$ cat config.mk
export PLATFORM = sky130hd
export DESIGN_NAME = lc3_controller_flat
export DESIGN_NICKNAME = d
export VERILOG_FILES = /design/src/rtl/lc3_controller_if.sv /design/src/rtl/lc3_controller.sv /design/src/flat_wrapper.sv
export SDC_FILE = /design/constraint.sdc
export NUM_CORES = 1
export LEC_CHECK = 0
export CAP_MARGIN = 5
export CORE_MARGIN = 4
export CORE_UTILIZATION = 29
export DETAILED_ROUTE_END_ITERATION = 8
export GPL_ROUTABILITY_DRIVEN = 0
export PLACE_DENSITY = 0.82
export SYNTH_ARGS = -nofsm -noshare
export SYNTH_HDL_FRONTEND = slang
export SYNTH_SLANG_ARGS = --single-unit
$ cat constraint.sdc
create_clock -name clock -period 4 [get_ports clock]
set_input_delay 0.4 -clock clock [delete_from_list [all_inputs] [get_ports clock]]
set_output_delay 0.4 -clock clock [all_outputs]
set_load 0.01 [all_outputs]
$ cat src/rtl/lc3_controller_if.sv
// Bus between the LC3 datapath and lc3_controller: decode/execute words, memory
// handshakes and condition codes in; stage enables, branch and forward selects out.
interface lc3_controller_if;
    logic        complete_data;
    logic        complete_instr;
    logic [15:0] IR;
    logic [15:0] IR_Exec;
    logic [15:0] IMem_dout;
    logic [2:0]  NZP;
    logic [2:0]  psr;

    logic        enable_updatePC;
    logic        enable_fetch;
    logic        enable_decode;
    logic        enable_execute;
    logic        enable_writeback;
    logic        br_taken;
    logic        bypass_alu_1;
    logic        bypass_alu_2;
    logic        bypass_mem_1;
    logic        bypass_mem_2;
    logic [1:0]  mem_state;

    modport master (
        output complete_data, complete_instr, IR, IR_Exec, IMem_dout, NZP, psr,
        input  enable_updatePC, enable_fetch, enable_decode, enable_execute,
               enable_writeback, br_taken, bypass_alu_1, bypass_alu_2,
               bypass_mem_1, bypass_mem_2, mem_state
    );

    modport slave (
        input  complete_data, complete_instr, IR, IR_Exec, IMem_dout, NZP, psr,
        output enable_updatePC, enable_fetch, enable_decode, enable_execute,
               enable_writeback, br_taken, bypass_alu_1, bypass_alu_2,
               bypass_mem_1, bypass_mem_2, mem_state
    );
endinterface

$ cat src/rtl/lc3_controller.sv
// LC3 pipeline control: fill sequencing, memory FSM, branch bubbles and stalls.
// Operand forwarding is built only when LC3_CTRL_BYPASS_EN is defined.
module lc3_controller #(
    parameter int BR_BUBBLES = 3
) (
    input  logic             clock,
    input  logic             reset,
    lc3_controller_if.slave  ctl
);

    localparam logic [3:0] OP_BR  = 4'b0000;
    localparam logic [3:0] OP_ADD = 4'b0001;
    localparam logic [3:0] OP_LD  = 4'b0010;
    localparam logic [3:0] OP_ST  = 4'b0011;
    localparam logic [3:0] OP_AND = 4'b0101;
    localparam logic [3:0] OP_LDR = 4'b0110;
    localparam logic [3:0] OP_STR = 4'b0111;
    localparam logic [3:0] OP_NOT = 4'b1001;
    localparam logic [3:0] OP_LDI = 4'b1010;
    localparam logic [3:0] OP_STI = 4'b1011;
    localparam logic [3:0] OP_JMP = 4'b1100;

    localparam int BUBBLE_W = (BR_BUBBLES < 1) ? 1 : $clog2(BR_BUBBLES + 1);
    localparam logic [BUBBLE_W-1:0] BUBBLE_LOAD = BUBBLE_W'(BR_BUBBLES);

    typedef enum logic [1:0] {
        MEM_RD   = 2'd0,
        MEM_IND  = 2'd1,
        MEM_WR   = 2'd2,
        MEM_IDLE = 2'd3
    } mem_state_t;

    logic [3:0]          op_dec;
    logic [3:0]          op_exec;
    mem_state_t          mem_state_q;
    mem_state_t          mem_state_d;
    logic [2:0]          fill_q;
    logic [2:0]          fill_d;
    logic [BUBBLE_W-1:0] bubble_q;
    logic [BUBBLE_W-1:0] bubble_d;
    logic                mem_stall;
    logic                rd_commit;
    logic                front_ok;

    assign op_dec  = ctl.IR[15:12];
    assign op_exec = ctl.IR_Exec[15:12];

    // Memory access sequencing; a new access is accepted only from IDLE while execute runs.
    always_comb begin
        mem_state_d = mem_state_q;
        case (mem_state_q)
            MEM_IDLE: begin
                if (ctl.enable_execute) begin
                    case (op_exec)
                        OP_LD, OP_LDR:  mem_state_d = MEM_RD;
                        OP_LDI, OP_STI: mem_state_d = MEM_IND;
                        OP_ST, OP_STR:  mem_state_d = MEM_WR;
                        default:        mem_state_d = MEM_IDLE;
                    endcase
                end
            end
            MEM_IND: begin
                if (ctl.complete_data)
                    mem_state_d = (op_exec == OP_STI) ? MEM_WR : MEM_RD;
            end
            MEM_RD, MEM_WR: begin
                if (ctl.complete_data)
                    mem_state_d = MEM_IDLE;
            end
            default: mem_state_d = MEM_IDLE;
        endcase
    end

    // The bubble count is frozen while a data access is outstanding so the branch
    // still gets its full shadow once the pipeline resumes.
    always_comb begin
        bubble_d = bubble_q;
        if (ctl.enable_decode && (op_dec == OP_BR || op_dec == OP_JMP))
            bubble_d = BUBBLE_LOAD;
        else if (bubble_q != '0 && mem_state_q == MEM_IDLE)
            bubble_d = bubble_q - 1'b1;
    end

    assign fill_d    = (fill_q == 3'd4) ? fill_q : fill_q + 3'd1;
    assign mem_stall = (mem_state_d != MEM_IDLE);
    assign rd_commit = (mem_state_q == MEM_RD) && ctl.complete_data;
    assign front_ok  = !mem_stall && ctl.complete_instr && (bubble_d == '0);

    always_ff @(posedge clock) begin
        if (reset) begin
            mem_state_q          <= MEM_IDLE;
            fill_q               <= 3'd0;
            bubble_q             <= '0;
            ctl.enable_updatePC  <= 1'b0;
            ctl.enable_fetch     <= 1'b0;
            ctl.enable_decode    <= 1'b0;
            ctl.enable_execute   <= 1'b0;
            ctl.enable_writeback <= 1'b0;
        end else begin
            mem_state_q          <= mem_state_d;
            fill_q               <= fill_d;
            bubble_q             <= bubble_d;
            ctl.enable_updatePC  <= (fill_d >= 3'd1) && front_ok;
            ctl.enable_fetch     <= (fill_d >= 3'd1) && front_ok;
            ctl.enable_decode    <= (fill_d >= 3'd2) && front_ok;
            ctl.enable_execute   <= (fill_d >= 3'd3) && !mem_stall;
            ctl.enable_writeback <= ((fill_d >= 3'd4) && !mem_stall) || rd_commit;
        end
    end

    assign ctl.mem_state = mem_state_q;

    assign ctl.br_taken = ctl.enable_execute &&
                          (((op_exec == OP_BR) && |(ctl.NZP & ctl.psr)) ||
                           (op_exec == OP_JMP));

`ifdef LC3_CTRL_BYPASS_EN
    logic dec_alu;
    logic exec_alu;
    logic dec_store;
    logic sr1_hit;
    logic sr2_hit;
    logic sr_hit;

    assign dec_alu   = (op_dec == OP_ADD) || (op_dec == OP_AND) || (op_dec == OP_NOT);
    assign exec_alu  = (op_exec == OP_ADD) || (op_exec == OP_AND) || (op_exec == OP_NOT);
    assign dec_store = (op_dec == OP_ST) || (op_dec == OP_STR) || (op_dec == OP_STI);
    assign sr1_hit   = (ctl.IR[8:6] == ctl.IR_Exec[11:9]);
    assign sr2_hit   = (ctl.IR[2:0] == ctl.IR_Exec[11:9]);
    assign sr_hit    = (ctl.IR[11:9] == ctl.IR_Exec[11:9]);

    // Second ALU operand is a register only in register-mode ADD/AND.
    assign ctl.bypass_alu_1 = !reset && dec_alu && exec_alu && sr1_hit;
    assign ctl.bypass_alu_2 = !reset && dec_alu && exec_alu && sr2_hit &&
                              !ctl.IR[5] && (op_dec != OP_NOT);
    assign ctl.bypass_mem_1 = !reset && dec_store && exec_alu && sr1_hit;
    assign ctl.bypass_mem_2 = !reset && dec_store && exec_alu && sr_hit;
`else
    assign ctl.bypass_alu_1 = 1'b0;
    assign ctl.bypass_alu_2 = 1'b0;
    assign ctl.bypass_mem_1 = 1'b0;
    assign ctl.bypass_mem_2 = 1'b0;
`endif

endmodule

$ cat src/flat_wrapper.sv
// flat-port wrapper written by rule: the top's interface ports become plain ports
module lc3_controller_flat 
#(
    parameter int BR_BUBBLES = 3
)
  (clock, reset, ctl_complete_data, ctl_complete_instr, ctl_IR, ctl_IR_Exec, ctl_IMem_dout, ctl_NZP, ctl_psr, ctl_enable_updatePC, ctl_enable_fetch, ctl_enable_decode, ctl_enable_execute, ctl_enable_writeback, ctl_br_taken, ctl_bypass_alu_1, ctl_bypass_alu_2, ctl_bypass_mem_1, ctl_bypass_mem_2, ctl_mem_state);
  lc3_controller_if ctl_i ();
  input  logic clock;
  input  logic reset;
  input wire logic [$bits(ctl_i.complete_data)-1:0] ctl_complete_data;
  input wire logic [$bits(ctl_i.complete_instr)-1:0] ctl_complete_instr;
  input wire logic [$bits(ctl_i.IR)-1:0] ctl_IR;
  input wire logic [$bits(ctl_i.IR_Exec)-1:0] ctl_IR_Exec;
  input wire logic [$bits(ctl_i.IMem_dout)-1:0] ctl_IMem_dout;
  input wire logic [$bits(ctl_i.NZP)-1:0] ctl_NZP;
  input wire logic [$bits(ctl_i.psr)-1:0] ctl_psr;
  output wire logic [$bits(ctl_i.enable_updatePC)-1:0] ctl_enable_updatePC;
  output wire logic [$bits(ctl_i.enable_fetch)-1:0] ctl_enable_fetch;
  output wire logic [$bits(ctl_i.enable_decode)-1:0] ctl_enable_decode;
  output wire logic [$bits(ctl_i.enable_execute)-1:0] ctl_enable_execute;
  output wire logic [$bits(ctl_i.enable_writeback)-1:0] ctl_enable_writeback;
  output wire logic [$bits(ctl_i.br_taken)-1:0] ctl_br_taken;
  output wire logic [$bits(ctl_i.bypass_alu_1)-1:0] ctl_bypass_alu_1;
  output wire logic [$bits(ctl_i.bypass_alu_2)-1:0] ctl_bypass_alu_2;
  output wire logic [$bits(ctl_i.bypass_mem_1)-1:0] ctl_bypass_mem_1;
  output wire logic [$bits(ctl_i.bypass_mem_2)-1:0] ctl_bypass_mem_2;
  output wire logic [$bits(ctl_i.mem_state)-1:0] ctl_mem_state;
  assign ctl_i.complete_data = ctl_complete_data;
  assign ctl_i.complete_instr = ctl_complete_instr;
  assign ctl_i.IR = ctl_IR;
  assign ctl_i.IR_Exec = ctl_IR_Exec;
  assign ctl_i.IMem_dout = ctl_IMem_dout;
  assign ctl_i.NZP = ctl_NZP;
  assign ctl_i.psr = ctl_psr;
  assign ctl_enable_updatePC = ctl_i.enable_updatePC;
  assign ctl_enable_fetch = ctl_i.enable_fetch;
  assign ctl_enable_decode = ctl_i.enable_decode;
  assign ctl_enable_execute = ctl_i.enable_execute;
  assign ctl_enable_writeback = ctl_i.enable_writeback;
  assign ctl_br_taken = ctl_i.br_taken;
  assign ctl_bypass_alu_1 = ctl_i.bypass_alu_1;
  assign ctl_bypass_alu_2 = ctl_i.bypass_alu_2;
  assign ctl_bypass_mem_1 = ctl_i.bypass_mem_1;
  assign ctl_bypass_mem_2 = ctl_i.bypass_mem_2;
  assign ctl_mem_state = ctl_i.mem_state;
  lc3_controller #(.BR_BUBBLES(BR_BUBBLES)) u_core (.clock(clock), .reset(reset), .ctl(ctl_i));
endmodule
==> out/metrics.yaml, run 1 <==
detailed_routing:
  drc: 0
  vias_per_cell: 4.72
  ant_nets: 0
  met1_length_um: 538
  post_drt_wl_per_cell_um: 11.1
  num_vias: 614
  wl_met2_um: 826
  wl_met3_um: 62
  first_pass_iters: 5
  maxUsedRoutingLayer: "met4"
  drt_iter0_markers: 9
  drt_wl_total_um: 1440
critical_path:
  start_kind: "primary input"
  reg2reg_depth: 6
  cp_slowest_cell: "clkdlybuf4s50_1"
  cp_common_cell: "clkdlybuf4s50_1"
  path_cells: "clkdlybuf4s50_1, or3_1, a21oi_1, clkdlybuf4s50_1"
  cpLargestDelayFamily: "buffers and inverters"
  end_kind: "output pin"
  critPathMaxFanout: 6
  cp_data_required_time_ns: 3.60
  r2r_slack_ns: 2.41
  cp.arrival_ns: 1.99
  path_class: "in2out"
  critPathBufInv: 2
  r2r_start: "u_core.bubble_q[0]$_SDFF_PP0_"
  slowest_delay_ns: 0.56
  r2r_end: "u_core.ctl.enable_updatePC$_SDFF_PP0_"
floorplan:
  dieArea_mm2: 0.00301
  die_y_um: 54.9
  io_pins: 70
  std_cell_rows: 16
  start_util: 0.315
  fp.dieW_um: 54.9
  core_mm2: 0.00202
power:
  power_density_mw_per_mm2: 409
  vdd_ir_drop_max_uv: 244
  p_leak_uw: 0.000378
  power.total_uw: 373
hold_path:
  whs_path_depth: 2
  hold_class: "reg2reg"
  min_to: "u_core.bubble_q[0]$_SDFF_PP0_"
  hp-start: "u_core.ctl.enable_decode$_SDFF_PP0_"
grt:
  grt-ovfl-total: 0
  grt_pass1_wl_um: 2400
  grt_max_degree: 11
  grt_pass1_vias: 578
  antenna_found_initial: 0
  grt_usage: 0.113
clock_tree:
  postCtsSetupRepairBufs: 0
  clock_latency_ns: 0.26
  cts_tree: "built"
  cts_resized: 0
  cts_hold_buf: 0
  root_buffer: "clkbuf_4"
  htree_levels: 1
  numCtsBuffers: 3
  clk_pin_slew_ns: 0.07
  clockBufferDepth: 2
  clock_sinks: 11
placed_design:
  pre_cts_slack_ns: 1.63
  port_buffers: 25
  dp_hpwl_um: 1230
synthesis:
  ys_warn_count: 0
  ys_types: 30
  synth_cells: 78
  seq_area_frac_synth: 0.346
  synth.avg_cell_area_um2: 8.16
  yosysTopAreaCell: "dfxtp_1"
  syn_area_um2: 637
  synth_area_leaders: "dfxtp_1, buf_4, ha_1, nand2_1, inv_1"
  synth_top_cell_area_share: 0.346
  ys_ff_latch: 11
sta:
  min_period_ns: 2.39
  worst_pin_slew_ns: 0.548
  rsz0062_at_grt: "no"
  finClkSkew_ns: 0.00195
  fin_ws_ns: 1.61
  drv_slew: 0
  setup-tns-final_ns: 0
  relSlewSlack: 0.631
  finalHoldViolations: 0
  setup_viol: 0
  min_period_over_period: 0.597
  fmax_ghz: 0.419
job:
  maxCapViolCount: 0
outcome:
  outcome: "finished clean"
cells_and_area:
  layout.nets: 165
  area_delta_synth_final_pct: 43.2
  fillers: 202
  drive_above_1_share: 0.0485
  antennaDiodeCount: 0
flip-flops by register name, indices dropped and copies added (netlist names):
register	flops
u_core.ctl.enable_decode	1
u_core.fill_q	3
u_core.ctl.enable_updatePC	1
u_core.bubble_q	2
u_core.ctl.mem_state	2
u_core.ctl.enable_writeback	1
u_core.ctl.enable_execute	1
through the flow:
step / hold slack (ns) / area [µm²] / utilization / std cells
floorplan: 0.520 / 648 / - / 81
global placement: 0.516 / 886 / 0.438 / 126
CTS: 0.539 / 912 / 0.451 / 130
detailed placement: 0.530 / 886 / 0.438 / 126
finish: 0.535 / 912 / 0.451 / 130
global route: 0.594 / 912 / 0.451 / 130
cell families after synthesis:
group                      count (synthesis)  synth area share
and+or+nand+nor                           24             0.187
AOI/OAI and AO/OA                         20             0.216
buffers and inverters                     14             0.114
DFF                                       11             0.346
adders and majority gates                  3            0.0589
xor gates and xnor gates                   3            0.0413
muxes                                      2            0.0314
other                                      1           0.00589
per-layer routing:
layer / up-vias / global-route usage
met1: 287 / 0.109
met2: 15 / 0.207
met5: - / 0
met3: 2 / 0.0518
li1: 310 / -
met4: 0 / 0.0373
placed cells by master, fill, tap and decap left out, types with 2 or more instances in the layout:
cell,count
clkbuf_4,3
a31oi_1,3
inv_1,7
a21oi_1,5
dfxtp_1,11
ha_1,3
nand2_1,8
nand2b_1,2
conb_1,4
nor2_1,7
mux2i_1,2
o21ai_0,4
clkdlybuf4s50_1,25
xnor2_1,3
where the power goes:
part | leakage (µW) | internal (µW) | total (µW) | switching, µW
registers | 0.0000904 | 130 | 147 | 17.5
logic | 0.000273 | 83.5 | 151 | 67.3
clock network | 0.0000150 | 38.6 | 75.1 | 36.5
area by class of cell:
cell class / count / area (µm²) / area share
multi-input cells: 56 / 355 / 0.390
inverters: 7 / 26.3 / 0.0288
well taps: 27 / 33.8 / 0.0370
clock buffers: 4 / 26.3 / 0.0288
flip-flops and latches: 11 / 220 / 0.241
repair buffers: 25 / 250 / 0.274
worst reg2reg max path, cell delays in order, from the launching register on:
cell and delay, ns:
dfxtp_1 0.38, inv_1 0.06, ha_1 0.19, and3b_1 0.30
mux2i_1 0.20, o211ai_1 0.14, a311oi_2 0.24
worst max-delay path by stage:
stage,from,endpoint,slack (ns),depth (start not counted)
floorplan,u_core.bubble_q[0]$_SDFF_PP0_,u_core.ctl.enable_updatePC$_SDFF_PP0_,2.51,7
global placement,ctl_IR_Exec[15],ctl_br_taken,1.65,4
detailed placement,ctl_IR_Exec[15],ctl_br_taken,1.63,4
CTS,ctl_IR_Exec[15],ctl_br_taken,1.62,4
global route,ctl_IR_Exec[15],ctl_br_taken,1.57,4
finish,ctl_IR_Exec[15],ctl_br_taken,1.61,4
synthesized netlist by cell type:
master    number
or3_1          1
nand3_1        1
o21bai_1       1
clkbuf_1       1
or2_2          1
a211oi_1       1
buf_4          5
a21o_1         1
o211ai_1       1
a222oi_1       1
a211o_1        1
nor2_1         7
o21ai_0        4
conb_1         1
a31oi_1        3
and2b_1        1
xnor2_1        3
a21oi_1        5
inv_1          7
a311oi_2       1
nand2b_1       2
ha_1           3
dfxtp_1       11
buf_2          1
and3b_1        1
a311o_1        1
mux2i_1        2
nand3b_1       1
nand4b_1       1
nand2_1        8
Note: power is estimated with default switching activity, not from simulation.
==> run 2: changes to the inputs <==
Settings changed: CORE_UTILIZATION 29 to 27, PLACE_DENSITY 0.82 to 0.77.
Clock period 4 ns to 2.3 ns, I/O delays scaled along.
==> run 2 against run 1 <==
  * Count of clock-buffer cells in the layout stayed put
  * Critical path depth stayed put
  * Worst setup slack worse by 1.3 ns
  * Non-clock buffer count stayed put
  * First-iteration DRC count is 44% lower
  * Critical path type unchanged
  * Register-to-register slack worse by 1.8 ns
  * Cell count is 0.77% higher
  * Cell area is 0.14% higher
  * Die area is 6.3% higher
  * Hold slack worse by 0.0051 ns
  * Largest power group unchanged
==> out/metrics.yaml, run 2 (synthesis gave the netlist of run 1 again) <==
critical_path:
  cp.arrival_ns: 1.81
  critPathMaxFanout: 6
  r2r_start: "u_core.bubble_q[0]$_SDFF_PP0_"
  start_kind: "primary input"
  r2r_slack_ns: 0.64
  startpoint: "ctl_IR_Exec[15]"
  reg2reg_depth: 6
  end_kind: "output pin"
  crit_end: "ctl_br_taken"
  r2r_end: "u_core.ctl.enable_updatePC$_SDFF_PP0_"
  cp_data_required_time_ns: 2.07
  path_class: "in2out"
outcome:
  outcome: "finished clean"
grt:
  grt_max_degree: 11
  antenna_found_initial: 0
  grt_pass1_vias: 595
  grt-ovfl-total: 0
  grt_pass1_wl_um: 2640
  grt_usage: 0.107
placed_design:
  port_buffers: 25
  dp_hpwl_um: 1230
  pre_cts_slack_ns: 0.270
clock_tree:
  clockBufferDepth: 2
  clock_latency_ns: 0.28
  cts_resized: 0
  root_buffer: "clkbuf_4"
  htree_levels: 1
  clock_sinks: 11
  clk_pin_slew_ns: 0.07
  cts_tree: "built"
  numCtsBuffers: 3
  cts_hold_buf: 0
  postCtsSetupRepairBufs: 0
job:
  maxCapViolCount: 0
cells_and_area:
  multi_input_area_um2: 355
  antennaDiodeCount: 0
  layout.nets: 165
  largest_register: "u_core.fill_q"
  final_common_cell: "clkdlybuf4s50_1"
  regArea_um2: 220
  layout_common_cells: "clkdlybuf4s50_1, dfxtp_1, nand2_1"
  largest_register_ff_count: 3
  area_delta_synth_final_pct: 43.4
  drive_above_1_share: 0.0485
  fillers: 231
sta:
  relSlewSlack: 0.594
  fin_ws_ns: 0.265
  finalHoldViolations: 0
  fmax_ghz: 0.491
  drv_slew: 0
  min_period_ns: 2.04
  holdWs_ns: 0.530
  setup-tns-final_ns: 0
  worst_pin_slew_ns: 0.602
  rsz0062_at_grt: "no"
  finClkSkew_ns: 0.00126
  min_period_over_period: 0.885
  setup_viol: 0
detailed_routing:
  drt_wl_total_um: 1560
  post_drt_wl_per_cell_um: 11.9
  num_vias: 611
  first_pass_iters: 4
  vias_per_cell: 4.66
  ant_nets: 0
  drt_iter0_markers: 5
  drc: 0
power:
  power_density_mw_per_mm2: 724
  p_leak_uw: 0.000378
  vdd_ir_drop_max_uv: 346
floorplan:
  dieArea_mm2: 0.00320
  die_y_um: 56.6
  fp.dieW_um: 56.6
  start_util: 0.285
  std_cell_rows: 17
  io_pins: 70
  core_mm2: 0.00223
hold_path:
  hold_class: "reg2reg"
  hp-start: "u_core.ctl.enable_decode$_SDFF_PP0_"
-- run 2: cell counts in the layout (fill, tap and decap cells not counted) --
Identical to the previous run, type by type.
-- run 2: stage by stage --
stage | instances | power [µW] | utilization | area [µm²]
CTS | 131 | 671 | 0.409 | 913
global route | 131 | 720 | 0.409 | 913
detailed placement | 127 | 527 | 0.397 | 887
floorplan | 81 | 439 | - | 648
finish | 131 | 661 | 0.409 | 913
global placement | 127 | 512 | 0.397 | 887
-- run 2: routing by layer --
layer | GRT usage | routed length, µm
met2 | 0.186 | 852
met1 | 0.113 | 615
met4 | 0.0407 | 21
met3 | 0.0437 | 67
met5 | 0 | 0
-- run 2: critical path, stage by stage --
cell	delay (ns)
clkdlybuf4s50_1	0.49
or3_1	0.39
a21oi_1	0.13
clkdlybuf4s50_1	0.56
-- run 2: layout make-up --
class / instances / area share
multi-input cells: 56 / 0.389
repair buffers: 25 / 0.274
flip-flops and latches: 11 / 0.241
well taps: 28 / 0.0384
clock buffers: 4 / 0.0288
inverters: 7 / 0.0288
-- run 2: where the power goes --
part	internal (µW)	total [µW]	switching [µW]
Clock	67.4	138	70.5
Sequential	226	257	30.6
Combinational	145	266	122
Total	438	661	223
-- run 2: how the worst min path moves through the flow --
| stage | to | slack (ns) | depth (start not counted) |
|---|---|---|---|
| finish | u_core.bubble_q[0]$_SDFF_PP0_ | 0.53 | 2 |
| global route | u_core.bubble_q[1]$_SDFF_PP0_ | 0.55 | 2 |
| detailed placement | u_core.bubble_q[1]$_SDFF_PP0_ | 0.52 | 2 |
| CTS | u_core.bubble_q[1]$_SDFF_PP0_ | 0.53 | 2 |
| global placement | u_core.bubble_q[0]$_SDFF_PP0_ | 0.51 | 2 |
| floorplan | u_core.ctl.mem_state[1]$_SDFF_PP1_ | 0.39 | 1 |
